### src/rtl/dmem_arbiter.sv
// Data-memory port arbiter: the Memory stage passes straight through, and a debug/loader
// requester is served when the core is idle or forced in after MAX_WAIT refusals.
module dmem_arbiter #(
  parameter int WIDTH    = 32,
  parameter int MAX_WAIT = 4
) (
  input  logic             clk,
  input  logic             rst,
  input  logic             core_req,
  input  logic             core_we,
  input  logic [2:0]       core_mode,
  input  logic [WIDTH-1:0] core_addr,
  input  logic [WIDTH-1:0] core_wdata,
  output logic [WIDTH-1:0] core_rdata,
  output logic             core_stall,
  input  logic             dbg_req,
  input  logic             dbg_we,
  input  logic [2:0]       dbg_mode,
  input  logic [WIDTH-1:0] dbg_addr,
  input  logic [WIDTH-1:0] dbg_wdata,
  output logic [WIDTH-1:0] dbg_rdata,
  output logic             dbg_ack,
  output logic             mem_we,
  output logic [2:0]       mem_mode,
  output logic [WIDTH-1:0] mem_addr,
  output logic [WIDTH-1:0] mem_wdata,
  input  logic [WIDTH-1:0] mem_rdata
);

  typedef enum logic [1:0] {
    S_IDLE = 2'd0,
    S_WAIT = 2'd1,
    S_ACK  = 2'd2
  } state_e;

  localparam logic [3:0] MAX_WAIT_C = 4'(MAX_WAIT);

  state_e           state_q, state_d;
  logic [3:0]       wait_cnt_q, wait_cnt_d;
  logic             dbg_ack_q, dbg_ack_d;
  logic [WIDTH-1:0] dbg_rdata_q, dbg_rdata_d;
  logic             starve;
  logic             grant_dbg;

  assign starve    = (wait_cnt_q == MAX_WAIT_C);
  // ACK blocks a grant so the core always wins the cycle after a forced stall.
  assign grant_dbg = dbg_req & (state_q != S_ACK) & (~core_req | starve);

  // Memory port steering between debug and core fields.
  always_comb begin
    mem_we    = 1'b0;
    mem_mode  = 3'd0;
    mem_addr  = {WIDTH{1'b0}};
    mem_wdata = {WIDTH{1'b0}};
    if (grant_dbg) begin
      mem_we    = dbg_we;
      mem_mode  = dbg_mode;
      mem_addr  = dbg_addr;
      mem_wdata = dbg_wdata;
    end else begin
      mem_we    = core_we & core_req;
      mem_mode  = core_mode;
      mem_addr  = core_addr;
      mem_wdata = core_wdata;
    end
  end

  assign core_stall = core_req & grant_dbg;
  assign core_rdata = mem_rdata;
  assign dbg_ack    = dbg_ack_q;
  assign dbg_rdata  = dbg_rdata_q;

  // Next-state, wait counter and debug response capture.
  always_comb begin
    state_d     = state_q;
    wait_cnt_d  = wait_cnt_q;
    dbg_ack_d   = grant_dbg;
    dbg_rdata_d = dbg_rdata_q;
    if (grant_dbg) begin
      dbg_rdata_d = mem_rdata;
    end else begin
      dbg_rdata_d = dbg_rdata_q;
    end
    case (state_q)
      S_IDLE: begin
        if (grant_dbg) begin
          state_d    = S_ACK;
          wait_cnt_d = 4'd0;
        end else if (dbg_req) begin
          state_d    = S_WAIT;
          wait_cnt_d = 4'd1;
        end else begin
          state_d    = S_IDLE;
          wait_cnt_d = 4'd0;
        end
      end
      S_WAIT: begin
        if (grant_dbg) begin
          state_d    = S_ACK;
          wait_cnt_d = 4'd0;
        end else if (dbg_req) begin
          state_d    = S_WAIT;
          wait_cnt_d = starve ? wait_cnt_q : (wait_cnt_q + 4'd1);
        end else begin
          // Requester withdrew without an ack: abandon the request silently.
          state_d    = S_IDLE;
          wait_cnt_d = 4'd0;
        end
      end
      S_ACK: begin
        state_d    = S_IDLE;
        wait_cnt_d = 4'd0;
      end
      default: begin
        state_d    = S_IDLE;
        wait_cnt_d = 4'd0;
      end
    endcase
  end

  // State and registered debug outputs.
  always_ff @(posedge clk or posedge rst) begin
    if (rst) begin
      state_q     <= S_IDLE;
      wait_cnt_q  <= 4'd0;
      dbg_ack_q   <= 1'b0;
      dbg_rdata_q <= {WIDTH{1'b0}};
    end else begin
      state_q     <= state_d;
      wait_cnt_q  <= wait_cnt_d;
      dbg_ack_q   <= dbg_ack_d;
      dbg_rdata_q <= dbg_rdata_d;
    end
  end

endmodule
### config.mk
export PLATFORM = sky130hd
export DESIGN_NAME = dmem_arbiter
export DESIGN_NICKNAME = d
export VERILOG_FILES = /design/src/rtl/dmem_arbiter.sv
export SDC_FILE = /design/constraint.sdc
export NUM_CORES = 1
export LEC_CHECK = 0
export ABC_CLOCK_PERIOD_IN_PS = 2120
export CAP_MARGIN = 20
export CORE_MARGIN = 8
export CORE_UTILIZATION = 25
export CTS_CLUSTER_SIZE = 8
export DETAILED_ROUTE_END_ITERATION = 12
export GPL_TIMING_DRIVEN = 0
export PLACE_DENSITY = 0.81
export SKIP_CTS_REPAIR_TIMING = 1
export SYNTH_ARGS = -nofsm -noshare
export SYNTH_HDL_FRONTEND = slang
export SYNTH_SLANG_ARGS = --single-unit
### constraint.sdc
create_clock -name clk -period 2.12 [get_ports clk]
set_clock_uncertainty 0.2 [all_clocks]
set_input_delay 0.212 -clock clk [delete_from_list [all_inputs] [get_ports clk]]
set_output_delay 0.212 -clock clk [all_outputs]
set_load 0.02 [all_outputs]
==> flow_metrics.py <==
metrics = {
    "run_status": {
        "status": "complete, but fails checks",
        "violations": "setup timing",
    },
    "setup_path": {
        "reg2reg_setup_slack_ps": -220,
        "cp-endpoint": "mem_addr[10]",
        "cp_num_cells": 9,
        "crit_top_cell": "buf_6",
        "path_max_fanout": 5,
        "r2r_cells": 11,
        "crit_buf_inv": 5,
        "startpoint": "wait_cnt_q[1]",
        "startpoint_type": "register",
        "crit_family": "buffers and inverters",
        "cpPeakStageDelay_ps": 410,
        "end_kind": "output port",
        "worstPathRequired_ps": 1710,
        "slowest_stage": "dfrtp_1",
        "r2r_end": "dbg_rdata[30]",
        "worstPathArrival_ps": 2250,
        "rr_startpoint": "wait_cnt_q[1]",
        "crit_chain": "inv_2 > ha_4 > nand3b_4 > a211oi_4 > buf_6 > buf_12 > clkbuf_16 > mux2_2 > buf_6",
        "critPathKind": "reg -> out",
    },
    "routing": {
        "vias": 2977,
        "wl_per_cell_microns": 22.01,
        "drc": 0,
        "via_per_inst": 4.352,
        "wirelength_microns": 15060,
        "first_pass_iters": 4,
        "ant_nets": 0,
        "dr.first_iter.drc_count": 84,
    },
    "grt": {
        "grt_start_max_net_pins": 40,
        "grt_first_pass_wirelength_microns": 19780,
        "antenna_found_initial": 0,
        "overflow": 0,
        "track_usage_pct": 17.73,
        "grt_pass1_vias": 3235,
    },
    "final_layout": {
        "layout_commonest_cell": "clkdlybuf4s50_1",
        "num_antenna_cells": 0,
        "area_growth_pct": 158.3,
        "layout-drive-gt1-share_pct": 47.08,
        "fin_util_pct": 66.19,
        "nNetsFinal": 721,
        "final_cell_mix": "236 x clkdlybuf4s50_1, 77 x buf_6, 76 x mux2_4, 44 x buf_4, 39 x dfrtp_1",
    },
    "sta": {
        "hold_viol": 0,
        "max_freq_ghz": 0.3752,
        "min_period_over_period_pct": 125.7,
        "setup_violations": 84,
        "layout_setup_ws_ps": -545.1,
        "slew_headroom_pct": 43.69,
        "period_minus_slack_ps": 2665,
        "whs_ps": 209.9,
        "drv_slew": 0,
        "tightestPinTransition_ps": 843.3,
        "rsz0062_at_grt": "yes",
    },
    "clocking": {
        "cts_buffer_depth": 2,
        "clock_sinks": 39,
        "ctsHtreeMaxLevel": 2,
        "worstSkewPairLatency_ps": 290,
        "clk_pin_slew_ps": 80,
        "cts_tree": "yes",
        "cts_buffers": 5,
        "root_buffer": "clkbuf_8",
    },
    "synthesis": {
        "yosys.cell_types.count": 24,
        "yosysWarnings": 0,
        "syn_area_sq_um": 2645,
        "syn-num-nets": 378,
        "synth-seq-area-share_pct": 36.90,
        "ys_ff_latch": 39,
        "avgSynthCellArea_sq_um": 12.97,
        "syn_inst": 204,
    },
    "worst_hold_path": {
        "hold_path_class": "in -> async",
    },
    "floorplan": {
        "core_sq_um": 10320,
        "io-pin-count": 306,
        "row_count": 37,
        "die_height_microns": 118.9,
        "fp.dieW_microns": 118.9,
        "die_area_sq_um": 14130,
        "start_util_pct": 25.62,
    },
    "pwr": {
        "pwr_density_cell_nw_per_um2": 500.2,
        "p_leak_uw": 0.003061,
        "peakVddDrop_mv": 0.3617,
    },
    "placed_design": {
        "place_ws_ps": -720.7,
        "dp_hpwl_microns": 11530,
        "routabilityCongestion": 0.8324,
        "io_buffer_count": 305,
    },
    "run": {
        "drv_cap": 0,
    },
}
[registers in the layout, indices dropped and copies added (netlist names)]
name and count:
dbg_ack 1, dbg_rdata 32, state_q 2, wait_cnt_q 4
[report_power, final]
group	switching (uW)	leakage, uW	internal (uW)	total (uW)
clock network	277	0.0000618	387	664
logic	721	0.00253	1110	1830
registers	62.2	0.000469	856	918
total	1060	0.00306	2360	3420
[cell families after synthesis]
group,share of synthesized area (%)
muxes,42.15
xor gates and xnor gates,0.3312
buffers and inverters,14.85
adders and majority gates,0.9459
DFF,36.90
AOI/OAI and AO/OA,1.798
and+or+nand+nor,3.028
[layout make-up]
type | count | area, sq um
Inverter | 4 | 15.01
Tap cell | 136 | 170.2
Clock buffer | 6 | 82.58
Multi-Input combinational cell | 118 | 1590
Clock inverter | 2 | 38.79
Timing Repair Buffer | 336 | 3547
Buffer | 43 | 412.9
Fill cell | 765 | 3491
Sequential cell | 39 | 975.9
[per-stage QoR]
stage               TNS [ps]  power (uW)  cell area (sq um)  instances
global placement      -48800        2478               5868        645
CTS                   -69810        3181               5989        653
finish                -34860        3417               6833        684
detailed placement    -46620        2499               5868        645
floorplan                  0        1586               2645        204
global route          -42140        3563               6833        684
[metal layers]
metal / share of wire (%) / GRT usage, % / vias to the layer above
li1: - / - / 1380
met1: 37 / 17.82 / 1438
met2: 55 / 35.01 / 151
met3: 7.4 / 5.763 / 8
met4: 0.75 / 2.925 / 0
met5: 0 / 0 / -
[Yosys cell counts (all sizes together)]
master    n  area share (%)
inv       4            0.57
nand2b    1            0.24
dfrtp    39              37
o2bb2ai   1            0.33
o2111a    1            0.43
a211oi    2            0.76
and4b     1            0.38
and3      2            0.47
a21boi    1            0.28
and2      1            0.24
ha        2            0.95
xnor2     1            0.33
buf      43              14
mux2     99              42
nand3     2            0.38
nor2b     1            0.24
nand2     1            0.14
nor3      1            0.19
nand3b    1            0.76
[worst min path at each step]
stage | from | endpoint | slack, ps
CTS | rst | dbg_rdata[15] | 230
finish | rst | dbg_rdata[7] | 210
global route | rst | dbg_rdata[13] | 290
floorplan | core_req | state_q[1] | 100
detailed placement | state_q[1] | state_q[1] | 250
global placement | state_q[1] | state_q[1] | 230
Note: power is estimated with default switching activity, not from simulation.
